### config.mk
export PLATFORM = sky130hd
export DESIGN_NAME = mvm_result_collect_flat
export DESIGN_NICKNAME = d
export VERILOG_FILES = /design/src/rtl/mvm_result_collect_if.sv /design/src/rtl/mvm_result_collect.sv /design/src/flat_wrapper.sv
export SDC_FILE = /design/constraint.sdc
export NUM_CORES = 1
export LEC_CHECK = 0
export ABC_AREA = 1
export BUFFER_PORTS_ARGS = -buffer_cell sky130_fd_sc_hd__buf_2
export CORE_MARGIN = 2
export CORE_UTILIZATION = 30
export DETAILED_ROUTE_END_ITERATION = 10
export SLEW_MARGIN = 40
export SYNTH_ARGS = -nofsm -noshare
export SYNTH_HDL_FRONTEND = slang
export SYNTH_SLANG_ARGS = --single-unit
### constraint.sdc
create_clock -name clk -period 5.4 [get_ports clk]
set_input_delay 0.27 -clock clk [delete_from_list [all_inputs] [get_ports clk]]
set_output_delay 0.27 -clock clk [all_outputs]
set_load 0.03 [all_outputs]
### src/rtl/mvm_result_collect_if.sv
// Result stream from the collector: one row word per accepted beat, valid/ready handshake.
// master drives the word and its index; slave returns ready.
interface mvm_result_collect_if #(
   parameter int logK = 5,
   parameter int b    = 8
);
   logic                  out_valid;
   logic                  out_ready;
   logic signed [2*b-1:0] out_data;
   logic [logK-1:0]       out_index;
   logic                  out_last;

   modport master (output out_valid, out_data, out_index, out_last, input out_ready);
   modport slave  (input out_valid, out_data, out_index, out_last, output out_ready);
endinterface

### src/rtl/mvm_result_collect.sv
// Buffers the K-word y readout that follows an mvm done pulse and replays it as an indexed stream.
// First word valid K edges after the done edge; stalls hold the word steady until out_ready accepts it.
module mvm_result_collect #(
   parameter int K    = 32,
   parameter int logK = 5,
   parameter int b    = 8
) (
   input  logic                  clk,
   input  logic                  reset,
   input  logic                  done,
   input  logic signed [2*b-1:0] data_in,
   input  logic                  flush,
   mvm_result_collect_if.master  res,
   output logic                  busy,
   output logic                  overrun
);
   typedef enum logic [1:0] {S_IDLE, S_CAPTURE, S_DRAIN} state_t;
   localparam logic [logK-1:0] LAST = logK'(K - 1);

   state_t          state;
   logic [2*b-1:0]  buffer [K];
   logic [logK-1:0] cap_cnt;
   logic [logK-1:0] rd_cnt;
   logic [logK-1:0] rd_nxt;
   logic            valid_q;
   logic            last_q;
   logic [2*b-1:0]  data_q;
   logic            accept;
   logic            accept_last;

   assign rd_nxt      = rd_cnt + 1'b1;
   assign accept      = valid_q & res.out_ready;
   assign accept_last = accept & (rd_cnt == LAST);

   assign res.out_valid = valid_q;
   assign res.out_data  = data_q;
   assign res.out_index = rd_cnt;
   assign res.out_last  = last_q;

   // Storage carries no reset: valid_q only rises once all K entries of the batch are written.
   always_ff @(posedge clk) begin
      if (state == S_CAPTURE && !flush) begin
         buffer[cap_cnt] <= data_in;
      end
   end

   always_ff @(posedge clk or negedge reset) begin
      if (!reset) begin
         state   <= S_IDLE;
         cap_cnt <= '0;
         rd_cnt  <= '0;
         valid_q <= 1'b0;
         last_q  <= 1'b0;
         data_q  <= '0;
         busy    <= 1'b0;
         overrun <= 1'b0;
      end else if (flush) begin
         state   <= S_IDLE;
         rd_cnt  <= '0;
         valid_q <= 1'b0;
         last_q  <= 1'b0;
         busy    <= 1'b0;
      end else begin
         case (state)
            S_IDLE: begin
               if (done) begin
                  state   <= S_CAPTURE;
                  cap_cnt <= '0;
                  busy    <= 1'b1;
               end
            end
            S_CAPTURE: begin
               if (done) overrun <= 1'b1;
               cap_cnt <= cap_cnt + 1'b1;
               if (cap_cnt == LAST) begin
                  state   <= S_DRAIN;
                  rd_cnt  <= '0;
                  valid_q <= 1'b1;
                  // With K==1 entry 0 is the word being written on this very edge.
                  data_q  <= (K == 1) ? data_in : buffer[0];
                  last_q  <= (LAST == '0);
               end
            end
            S_DRAIN: begin
               if (done && !accept_last) overrun <= 1'b1;
               if (accept_last) begin
                  valid_q <= 1'b0;
                  last_q  <= 1'b0;
                  if (done) begin
                     state   <= S_CAPTURE;
                     cap_cnt <= '0;
                  end else begin
                     state <= S_IDLE;
                     busy  <= 1'b0;
                  end
               end else if (accept) begin
                  rd_cnt <= rd_nxt;
                  data_q <= buffer[rd_nxt];
                  last_q <= (rd_nxt == LAST);
               end
            end
            default: begin
               state <= S_IDLE;
               busy  <= 1'b0;
            end
         endcase
      end
   end
endmodule

### src/flat_wrapper.sv
// flat-port wrapper written by rule: the top's interface ports become plain ports
module mvm_result_collect_flat 
#(
   parameter int K    = 32,
   parameter int logK = 5,
   parameter int b    = 8
)
  (clk, reset, done, data_in, flush, busy, overrun, res_out_valid, res_out_data, res_out_index, res_out_last, res_out_ready);
  mvm_result_collect_if #(.logK(logK), .b(b)) res_i ();
  input  logic clk;
  input  logic reset;
  input  logic done;
  input  logic signed [2*b-1:0] data_in;
  input  logic flush;
  output logic busy;
  output logic overrun;
  output wire logic [$bits(res_i.out_valid)-1:0] res_out_valid;
  output wire logic [$bits(res_i.out_data)-1:0] res_out_data;
  output wire logic [$bits(res_i.out_index)-1:0] res_out_index;
  output wire logic [$bits(res_i.out_last)-1:0] res_out_last;
  input wire logic [$bits(res_i.out_ready)-1:0] res_out_ready;
  assign res_out_valid = res_i.out_valid;
  assign res_out_data = res_i.out_data;
  assign res_out_index = res_i.out_index;
  assign res_out_last = res_i.out_last;
  assign res_i.out_ready = res_out_ready;
  mvm_result_collect #(.K(K), .logK(logK), .b(b)) u_core (.clk(clk), .reset(reset), .done(done), .data_in(data_in), .flush(flush), .res(res_i), .busy(busy), .overrun(overrun));
endmodule
=== After elaboration in Yosys (flattened, before gate mapping) ===
Memory sizes are Yosys's and may differ from the RTL's.
Cells that the tools add are included.
W data, S select, Z words.

* Multiplexer cells: 36
* Reduce and logical (&&, ||, !) cells: 16
* Bitwise gates (word level): 3
* Add/sub/neg operators: 2
* Eq/ne operators: 19

{| class="wikitable"
|+ Operators by type and width
! operator !! number
|-
| $mux W16 || 3
|-
| $pmux W16 S2 || 1
|-
| $mux W5 || 6
|-
| $eq A5 B5 Y1 const B || 3
|-
| $mux W1 || 15
|-
| $pmux W5 S3 || 1
|-
| $ne A3 B3 Y1 const B || 4
|-
| $reduce_and A3 Y1 || 4
|-
| $reduce_and A4 Y1 || 3
|-
| $add A5 B1 Y5 const B || 2
|-
| $pmux W5 S2 || 1
|-
| $mux W2 || 4
|-
| $ne A2 B2 Y1 const B || 4
|-
| $ne A2 B1 Y1 const B || 3
|-
| $ne A3 B2 Y1 const B || 2
|-
| $pmux W1 S2 || 3
|-
| $pmux W2 S3 || 1
|-
| $reduce_bool A3 Y1 || 2
|-
| $reduce_and A5 Y1 || 1
|-
| $ne A4 B2 Y1 const B || 1
|-
| $pmux W1 S3 || 1
|-
| $and A1 B1 Y1 || 2
|-
| $eq A2 B1 Y1 const B || 1
|-
| $eq A2 B2 Y1 const B || 1
|-
| other kinds (5) || 7
|}

* Logic and storage cells: 85
* Memories kept: 1
* Flip-flop bits (word level): 32
* RAM bits: 512
* Input port bits: 21
* Output and inout port bits: 25

{| class="wikitable"
|+ Memories
! name !! depth !! width !! read ports !! clocked after memory_dff !! write ports !! RTL line !! text
|-
| u_core.buffer || 32 || 16 || 2 || 0 || 1 || mvm_result_collect.sv:21 || <nowiki>logic [2*b-1:0] buffer [K];</nowiki>
|}

=== Depth between registers and ports, before layout ===
Gate-level depths: netlist of the first run.

* Depth in word-level cells: 6
* Depth in mapped cells: 15
* Gate-level depth less buffers: 13

=== Worst setup path after synthesis of the first run ===
OpenSTA, ideal clock, no wires.

* Path type: register to register
* Start point: register u_core.rd_cnt[0] (netlist: u_core.res.out_index[0])
* End point: register u_core.data_q[10] (netlist: u_core.res.out_data[10])
* Required time: 5.278 ns
* Buffers on the path: 5
* Clock period less this slack: 2.510 ns
* Setup time: 0.122 ns
* Stages on the path, launching flop included: 16
* Slack: 2.890 ns
* Data arrival time: 2.388 ns
* Cells stage by stage: dfrtp_1 buf_4 inv_2 buf_2 buf_2 ha_1 inv_1 buf_2 clkbuf_1 nand3_1 nand2_1 nand2_1 nand3_1 nand3_1 nand3_1 a21oi_1

* Word-level cells in the longest chain between the ends: 5
* Elaborated cells between the ends (all ways): 9
* Classes of those cells: add/sub (1); eq/ne (2); mux (3); bitwise (1); reduce/logical (1); memory (1)

{| class="wikitable"
|+ RTL lines
! element !! RTL line !! text
|-
| start: declaration || mvm_result_collect.sv:23 || <nowiki>logic [logK-1:0] rd_cnt;</nowiki>
|-
| start signal: assignment || mvm_result_collect.sv:97 || <nowiki>rd_cnt <= rd_nxt;</nowiki>
|-
| $add A5 B1 Y5 || mvm_result_collect.sv:31 || <nowiki>assign rd_nxt = rd_cnt + 1'b1;</nowiki>
|-
| $mem_v2 Z32 W16 || - ||
|-
| $mux W16 || mvm_result_collect.sv:96 || <nowiki>end else if (accept) begin</nowiki>
|-
| $mux W16 || mvm_result_collect.sv:86 || <nowiki>if (accept_last) begin</nowiki>
|-
| $pmux W16 S2 || mvm_result_collect.sv:64 || <nowiki>case (state)</nowiki>
|-
| end signal: assignment || mvm_result_collect.sv:80 || <nowiki>data_q <= (K == 1) ? data_in : buffer[0];</nowiki>
|-
| end signal: assignment || mvm_result_collect.sv:98 || <nowiki>data_q <= buffer[rd_nxt];</nowiki>
|-
| end: declaration || mvm_result_collect.sv:27 || <nowiki>logic [2*b-1:0] data_q;</nowiki>
|}

Several ways; a longest one is shown, not always the timed one. The select of a mux whose other input is x is not followed.
A chain may end at the register's enable or synchronous reset.

=== Worst setup path after layout of the first run ===
* Start point: register u_core.rd_cnt[0] (netlist: u_core.res.out_index[0])
* End point: register u_core.data_q[12] (netlist: u_core.res.out_data[12])

Same word-level chain as after synthesis.

==> results of run 1 <==
## layer usage
| layer | global-route usage | vias up |
|---|---|---|
| li1 | - | 7151 |
| met1 | 0.215 | 7571 |
| met2 | 0.248 | 602 |
| met3 | 0.0319 | 97 |
| met4 | 0.0539 | 0 |
| met5 | 0 | - |
## timing repair
action,in CTS,in global routing
endpoints found under the hold margin,32,0
setup buffers,0,0
hold buffers,1,0
## worst register-to-register path: stages (launching register included)
cell     delay, ps
dfrtp_4        640
ha_1           400
xnor2_2        460
buf_4          650
nand2_1        280
nand3_1        230
nand3_1        280
nand3_1        210
a21oi_1         80
## through the flow
step / util / worst slack, ps / cell area, um^2
floorplan: - / 2890 / 22900
global placement: 0.319 / 2060 / 24100
detailed placement: 0.320 / 2100 / 24200
CTS: 0.344 / 2060 / 26100
global route: 0.345 / 1830 / 26100
finish: 0.345 / 2060 / 26100
## sequential cells by signal, summed over array words and instances (netlist names)
register	cells
u_core.overrun	1
u_core.res.out_valid	1
u_core.cap_cnt	5
u_core.res.out_index	5
u_core.buffer	512
u_core.busy	1
u_core.state	2
u_core.res.out_data	16
u_core.res.out_last	1
## power by group through the flow
stage / logic, W / registers (W) / clock network (W)
6_report: 0.00207 / 0.00489 / 0.00391
4_1_cts: 0.00207 / 0.00489 / 0.00398
3_3_place_gp: 0.00204 / 0.00497 / 0
5_1_grt: 0.00230 / 0.00490 / 0.00413
3_5_place_dp: 0.00207 / 0.00497 / 0
2_1_floorplan: 0.00132 / 0.00500 / 0
## Yosys cell counts (all sizes together)
cell type / count
nand3b: 1
a21oi: 38
ha: 13
inv: 134
edfxtp: 512
nor2: 73
a31oi: 2
o21ai: 24
clkbuf: 27
o31ai: 1
nand2: 743
nand4: 1
nand3: 391
buf: 87
a32o: 1
dfrtp: 32
or2: 1
xnor2: 1
o22ai: 1
nor3: 1
xor2: 2
## final cells by class
type                            instances  area (um^2)  share of cell area
Multi-Input combinational cell       1294         5650               0.216
Clock inverter                         23          269              0.0103
Sequential cell                       544        16200               0.620
Inverter                              134          513              0.0197
Timing Repair Buffer                   95          662              0.0254
Clock buffer                           80         1590              0.0611
Tap cell                              978         1220              0.0469
## cells in the final DEF (no fill, tap or decap), types with 3 or more instances in the layout
cell type / netlist / routed
inv_1: 129 / 127
edfxtp_1: 512 / 512
bufinv_16: 0 / 6
clkbuf_8: 0 / 8
nor2_2: 0 / 3
nand2_1: 742 / 742
buf_2: 51 / 42
o21ai_0: 18 / 18
inv_2: 5 / 4
clkbuf_16: 0 / 57
buf_6: 1 / 3
o21ai_1: 5 / 5
nor2_1: 73 / 70
dfrtp_1: 32 / 31
a21oi_1: 38 / 38
buf_4: 25 / 46
ha_1: 13 / 11
clkbuf_1: 27 / 15
clkinv_1: 0 / 6
nand3_1: 390 / 390
clkinv_2: 0 / 9
## path summary, 6_finish.rpt
path / start / to / depth (start not counted)
setup / recovery: u_core.res.out_index[0] / u_core.res.out_data[12] / 8
hold / removal: done / u_core.overrun / 3
setup reg to reg: u_core.res.out_index[0] / u_core.res.out_data[12] / 8
hold reg to reg: u_core.overrun / u_core.overrun / 2
max in group asynchronous: reset / u_core.res.out_index[0] / 2
min in group asynchronous: reset / u_core.overrun / 2
## cell families (layout without fill, tap and decap cells)
family | after synthesis | after routing
flops | 544 | 544
fa+ha+maj | 13 | 13
xor+xnor | 3 | 3
buf+inv | 248 | 332
simple gates | 1211 | 1211
compound gates | 67 | 67
==> results.yml, run 1 <==
setup_path:
  worst-setup-path-type: "register to register"
  rrSetupSlack_ps: 2060
  path_buf_inv: 1
  cp_max_fo: 57
  cp_cell_sequence: "ha_1, xnor2_2, buf_4, nand2_1, nand3_1, nand3_1, nand3_1, a21oi_1"
  arrival_ps: 3820
  crit_path_end_kind: "register"
  crit_path_top_delay_cell: "buf_4"
  cp-start-kind: "register"
  required_ps: 5890
  crit_path_frequent_cell: "nand3_1"
  critPathTopFamily: "simple AND/OR/NAND/NOR gates"
  crit_path_max_incr_delay_ps: 650
power:
  leakagePower_nw: 9.87
  power.density_mw_per_mm2: 417
  swShare: 0.300
  power.share.clock: 0.359
  p_comb_frac: 0.191
  internal_power_w: 0.00761
  seqPwrFrac: 0.450
  power_w: 0.0109
  p_switching_w: 0.00326
  vdd_drop_max_mv: 0.236
drt:
  vias: 15400
  route.met3.wl_mm: 5.00
  wl_mm: 62.2
  drt-wirelength-per-cell_um: 19.8
  met1Wirelength_mm: 26.6
  dr.pass1.iters: 7
  via_per_inst: 4.90
  maxUsedRoutingLayer: "met4"
  drc_errors: 0
  drt_iter0_drc: 1795
  wl_met2_mm: 28.6
  antenna_left: 0
sta:
  final.setup.tns_ps: 0
  holdWs_ps: 42.7
  finalCriticalPeriod_ps: 3340
  fin_crit_sh: 0.618
  fin_skew_ps: 22.8
  relSlewSlack: 0.433
  rsz0062_at_grt: "no"
  hold_viol_final: 0
  worst_pin_slew_ps: 851
  setup_viol: 0
  slew_viol_final: 0
  timing.fmax_mhz: 300
clock_network:
  cts_tree: "built"
  clk_path_buf_depth: 3
  numCtsBuffers: 55
  cts_root_buffer: "clkbuf_16"
  htreeDepth: 2
  cts_resized: 0
  cts.sinks: 544
  clkTransAtPathRegs_ps: 60
  clk_latency_ps: 620
final_layout:
  stdcell_count: 3148
  antenna_cells: 0
  areaGrowthSynthToFinish_pct: 14.1
  drive_above_1_share: 0.0903
  nFillCells: 7329
  final_nets: 2158
synthesis:
  synth_cell_types: 30
  synth.area.mux_share: 0
  synth_area_mm2: 0.0229
  syn_inst: 2086
  syn_nets: 2120
  synth_seq_cells: 544
  synth-adder-area-share: 0.00711
  avgSynthCellArea_um2: 11.0
  yosysTopAreaCell: "edfxtp_1"
  synth-simple-area-share: 0.221
  yosys.area_share.xor_xnor: 0.00148
  yosysSeqAreaShare: 0.707
  yosys_warnings: 0
  synth_top_cell_area_share: 0.672
  synth_top_family_by_area: "simple AND/OR/NAND/NOR gates"
  synth-compound-area-share: 0.0153
  synthTopCellsByArea: "edfxtp_1 67%, nand2_1 12%, nand3_1 8.5%, dfrtp_1 3.5%, inv_1 2.1%"
die:
  dieWidth_um: 280
  std_cell_rows: 101
  die_area_mm2: 0.0785
  start_util: 0.302
  fp.dieH_um: 280
  io_pins: 46
  core-area_mm2: 0.0757
place:
  io_buffer_count: 45
  place_inst: 3044
  gp_congestion: 0.990
  place_hpwl_mm: 36.8
global_route:
  grt_overflow: 0
  grt_max_degree: 126
  grt_pass1_wl_mm: 92.9
  antenna_found_initial: 1
  grt_pass1_vias: 14800
  grtUsageTotal: 0.157
status:
  status: "finished clean"
job:
  cap_violations: 0
min_path:
  min_path_type: "input port to register"
(Power assumes the default switching activity.)
==> run 2, diff against run 1 <==
==> constraint.sdc (replaced) <==
create_clock -name clk -period 3 [get_ports clk]
set_input_delay 0.15 -clock clk [delete_from_list [all_inputs] [get_ports clk]]
set_output_delay 0.15 -clock clk [all_outputs]
set_load 0.03 [all_outputs]
==> results.yml, run 2 (same netlist as run 1, synthesis figures left out) <==
clock_network:
  numCtsBuffers: 55
  clk_latency_ps: 610
  cts.sinks: 544
  htreeDepth: 2
  clkTransAtPathRegs_ps: 60
  cts_root_buffer: "clkbuf_16"
  cts_tree: "built"
  clk_path_buf_depth: 3
place:
  gp_congestion: 0.819
  place_hpwl_mm: 36.7
  io_buffer_count: 45
setup_path:
  critPathTopFamily: "simple AND/OR/NAND/NOR gates"
  cp_max_fo: 8
  required_ps: 3310
  crit_path_top_delay_cell: "nand2_1"
  arrival_ps: 3080
  cp-start-kind: "register"
  crit_path_frequent_cell: "nor2_1"
  crit_path_end_kind: "register"
  path_buf_inv: 3
  cp_cell_sequence: "inv_1, ha_1, inv_2, nor2_1, nand2_1, nor2_1, buf_4"
  worst-setup-path-type: "register to register"
  crit_path_max_incr_delay_ps: 440
final_layout:
  antenna_cells: 0
  regMostFlops: "u_core.buffer"
  final_nets: 2169
  drive_above_1_share: 0.0886
  areaGrowthSynthToFinish_pct: 14.3
  largest_reg_flops: 512
  final_common_cell: "nand2_1"
  final_cell_mix: "742 x nand2_1, 512 x edfxtp_1, 390 x nand3_1"
  nFillCells: 7427
drt:
  dr.pass1.iters: 6
  drt_iter0_drc: 1689
  drt-wirelength-per-cell_um: 20.3
  vias: 15700
  via_per_inst: 4.96
  wl_mm: 64.0
  antenna_left: 0
  drc_errors: 0
sta:
  setup_viol: 0
  hold_viol_final: 0
  relSlewSlack: 0.421
  holdWs_ps: 39.1
  timing.fmax_mhz: 360
  rsz0062_at_grt: "no"
  final.setup.tns_ps: 0
  worst_pin_slew_ps: 869
  fin_crit_sh: 0.926
  finalCriticalPeriod_ps: 2780
  fin_skew_ps: 21.4
  slew_viol_final: 0
die:
  core-area_mm2: 0.0757
  fp.dieH_um: 280
  dieWidth_um: 280
  die_area_mm2: 0.0785
  io_pins: 46
  std_cell_rows: 101
  start_util: 0.302
global_route:
  grt_overflow: 0
  antenna_found_initial: 5
  grt_pass1_wl_mm: 95.4
  grt_max_degree: 184
  grtUsageTotal: 0.162
  grt_pass1_vias: 15200
power:
  leakagePower_nw: 9.90
  vdd_drop_max_mv: 0.468
  power.density_mw_per_mm2: 740
min_path:
  min_path_type: "input port to register"
job:
  cap_violations: 0
status:
  status: "finished clean"
-- run 2: changes by cell type in the layout (fill, tap and decap cells not counted), sizes merged --
cell	change
clkbuf	-9
buf	+7
clkinv	+5
dlygate4sd3	+4
inv	+2
bufinv	-1
clkinvlp	+1
-- run 2: layer usage --
layer  track usage  share of wire  vias to the layer above
met5             0              0                        -
met4        0.0618          0.034                        0
met3        0.0331          0.092                      131
met2         0.252           0.46                      691
met1         0.222           0.42                     7663
li1              -              -                     7169
-- run 2: cell type report --
type | instances | area, um^2 | area share
Sequential cell | 544 | 16200 | 0.619
Multi-Input combinational cell | 1294 | 5640 | 0.216
Clock buffer | 71 | 1490 | 0.0570
Tap cell | 978 | 1220 | 0.0468
Timing Repair Buffer | 106 | 825 | 0.0315
Inverter | 134 | 510 | 0.0195
Clock inverter | 30 | 270 | 0.0103
-- run 2: final timing paths --
check / from / endpoint / slack, ps / cells after the start
max: u_core.state[1] / u_core.buffer[11][8] / 220 / 7
max reg2reg: u_core.state[1] / u_core.buffer[11][8] / 220 / 7
min reg2reg: u_core.res.out_last / u_core.res.out_last / 500 / 2
max in group asynchronous: reset / u_core.res.out_index[0] / 2540 / 2
min in group asynchronous: reset / u_core.state[0] / 70 / 2
min: data_in[0] / u_core.buffer[28][0] / 40 / 1
-- run 2: per-stage QoR --
| stage | power [W] | std cells | util | cell area [um^2] | worst slack, ps |
|---|---|---|---|---|---|
| after global routing | 0.0202 | 3157 | 0.345 | 26100 | 154 |
| after floorplan | 0.0114 | 2086 | - | 22900 | 490 |
| after detailed placement | 0.0127 | 3050 | 0.321 | 24300 | 329 |
| after global placement | 0.0126 | 3050 | 0.321 | 24300 | 364 |
| final | 0.0193 | 3157 | 0.345 | 26100 | 222 |
| after CTS | 0.0194 | 3156 | 0.345 | 26100 | 323 |
-- run 2: timing repair --
action	4_1_cts	5_1_grt
resized for setup	0	0
hold buffers	5	0
endpoints found under the hold margin	41	0
buffers inserted	0	0
-- run 2: power by group --
| group | internal [W] | total (W) | switching (W) |
|---|---|---|---|
| combinational | 0.00104 | 0.00380 | 0.00276 |
| clock | 0.00391 | 0.00677 | 0.00286 |
| sequential | 0.00852 | 0.00876 | 0.000245 |
==> run 3, diff against run 2 <==
--- a/config.mk
+++ b/config.mk
@@ -5,7 +5,7 @@
 export SDC_FILE = /design/constraint.sdc
 export NUM_CORES = 1
 export LEC_CHECK = 0
-export ABC_AREA = 1
+export ABC_AREA = 0
 export BUFFER_PORTS_ARGS = -buffer_cell sky130_fd_sc_hd__buf_2
 export CORE_MARGIN = 2
 export CORE_UTILIZATION = 30
==> results.yml, run 3 <==
status:
  status: "finished clean"
place:
  pre_cts_ws_ps: -51.4
  io_buffer_count: 45
  gp_congestion: 0.768
  place_hpwl_mm: 31.5
clock_network:
  numCtsBuffers: 55
  clk_latency_ps: 610
  cts_root_buffer: "clkbuf_16"
  clkTransAtPathRegs_ps: 60
  cts.sinks: 544
  cts_tree: "built"
  htreeDepth: 2
  clk_path_buf_depth: 3
synthesis:
  synth_area_mm2: 0.0214
  syn_inst: 1067
  yosysSeqAreaShare: 0.757
  yosysTopAreaCell: "edfxtp_1"
  synth_top_cell_area_share: 0.719
  synth-main-ff-cell: "edfxtp_1"
  yosys_warnings: 0
  synth_cell_types: 49
  avgSynthCellArea_um2: 20.0
  synth_edf_count: 512
  async_reset_ff_frac: 0.0588
  synth_seq_cells: 544
  yosysMostFrequentCell: "edfxtp_1"
  synthTopCellsByArea: "edfxtp_1 72%, mux4_2 12%, dfrtp_1 3.7%, mux2i_1 1.9%, a22oi_1 1.1%"
  synthTopCellsByCount: "512 x edfxtp_1, 112 x mux4_2, 48 x nand2_1"
  syn_nets: 1101
drt:
  drt-wirelength-per-cell_um: 24.3
  drt_iter0_drc: 995
  wl_mm: 53.0
  vias: 11000
  antenna_left: 0
  drc_errors: 0
  dr.pass1.iters: 5
  via_per_inst: 5.06
min_path:
  hold_depth: 1
  min_path_type: "input port to register"
final_layout:
  final_cell_mix: "512 x edfxtp_1, 112 x mux4_2, 75 x buf_4"
  final_nets: 1231
  largest_reg_flops: 512
  final_common_cell: "edfxtp_1"
  drive_above_1_share: 0.288
  antenna_cells: 0
  regMostFlops: "u_core.buffer"
  areaGrowthSynthToFinish_pct: 17.5
setup_path:
  rr_worst_depth: 8
  worst-setup-path-type: "register to register"
  arrival_ps: 3340
  crit_path_max_incr_delay_ps: 510
  crit_cells: 8
  critPathTopFamily: "multiplexers"
  crit_path_end_kind: "register"
  cp_max_fo: 16
  required_ps: 3480
  cp-start-kind: "register"
  crit_path_top_delay_cell: "mux4_2"
  cp_cell_sequence: "ha_1, xor2_4, buf_12, buf_4, mux4_2, mux2_2, a211oi_4, o21ai_1"
  path_buf_inv: 2
global_route:
  grtUsageTotal: 0.144
  grt_max_degree: 64
  grt_pass1_vias: 11300
  antenna_found_initial: 5
  grt_pass1_wl_mm: 77.7
  grt_overflow: 0
sta:
  setup_ws_ps: 134
  fin_crit_sh: 0.955
  setup_viol: 0
  worst_pin_slew_ps: 684
  hold_viol_final: 0
  finalCriticalPeriod_ps: 2870
  slew_viol_final: 0
  relSlewSlack: 0.544
  holdWs_ps: 71.0
  final.setup.tns_ps: 0
  fin_skew_ps: 15.5
  timing.fmax_mhz: 349
die:
  core-area_mm2: 0.0703
  die_area_mm2: 0.0734
  dieWidth_um: 271
  io_pins: 46
  std_cell_rows: 97
  fp.dieH_um: 271
  start_util: 0.304
power:
  vdd_drop_max_mv: 0.411
  leakagePower_nw: 8.31
  power.density_mw_per_mm2: 714
job:
  cap_violations: 0
## run 3: metal layers
| layer | wire (um) | part of all wire | GRT usage |
|---|---|---|---|
| met2 | 25500 | 0.48 | 0.232 |
| met4 | 1160 | 0.022 | 0.0423 |
| met3 | 3780 | 0.071 | 0.0271 |
| met5 | 32 | 0.00060 | 0 |
| met1 | 22500 | 0.42 | 0.198 |
## run 3: cell families (layout without fill, tap and decap cells)
kind of cell / count (synthesis) / in the layout / share of synthesized area
AO/OA/AOI/OAI: 133 / 133 / 0.0469
flip-flops: 544 / 544 / 0.757
XOR/XNOR: 3 / 3 / 0.00158
AND/OR/NAND/NOR: 147 / 147 / 0.0308
buffers and inverters: 66 / 241 / 0.0149
adder cells (fa/ha/maj): 13 / 13 / 0.00761
multiplexers: 161 / 161 / 0.141
## run 3: what timing repair did
item	4_1_cts	5_1_grt
pin swaps	0	0
endpoints found under the hold margin	38	0
resized for setup	1	4
hold buffers	4	0
endpoints found under the setup margin	1	4
buffers inserted	0	0
## run 3: stage by stage
stage / util / power [W] / cells / instance area [um^2]
3_3_place_gp: 0.331 / 0.0113 / 2076 / 23300
5_1_grt: 0.357 / 0.0185 / 2182 / 25100
3_5_place_dp: 0.331 / 0.0113 / 2076 / 23300
2_1_floorplan: - / 0.0104 / 1067 / 21400
6_report: 0.357 / 0.0179 / 2182 / 25100
4_1_cts: 0.357 / 0.0181 / 2182 / 25100
## run 3: final timing paths
check / end / slack [ps] / startpoint
max reg2reg: u_core.res.out_data[10] / 130 / u_core.res.out_index[0]
min in group asynchronous: u_core.cap_cnt[3] / 90 / reset
max: u_core.res.out_data[10] / 130 / u_core.res.out_index[0]
max in group asynchronous: u_core.res.out_index[0] / 2450 / reset
min: u_core.buffer[8][5] / 70 / data_in[5]
min reg2reg: u_core.overrun / 510 / u_core.overrun
## run 3: cell type report
| cell class | count | area, um^2 |
|---|---|---|
| clock buffers | 77 | 1520 |
| clock inverters | 25 | 259 |
| fillers | 6436 | 45200 |
| inverters | 8 | 30.0 |
| multi-input cells | 457 | 4970 |
| flip-flops and latches | 544 | 16200 |
| well taps | 940 | 1180 |
| repair buffers | 131 | 973 |
## run 3: power by group
| part | internal, W | switching [W] | total (W) |
|---|---|---|---|
| Clock | 0.00396 | 0.00280 | 0.00675 |
| Combinational | 0.000972 | 0.00150 | 0.00247 |
| Sequential | 0.00852 | 0.000197 | 0.00872 |
| Total | 0.0135 | 0.00449 | 0.0179 |
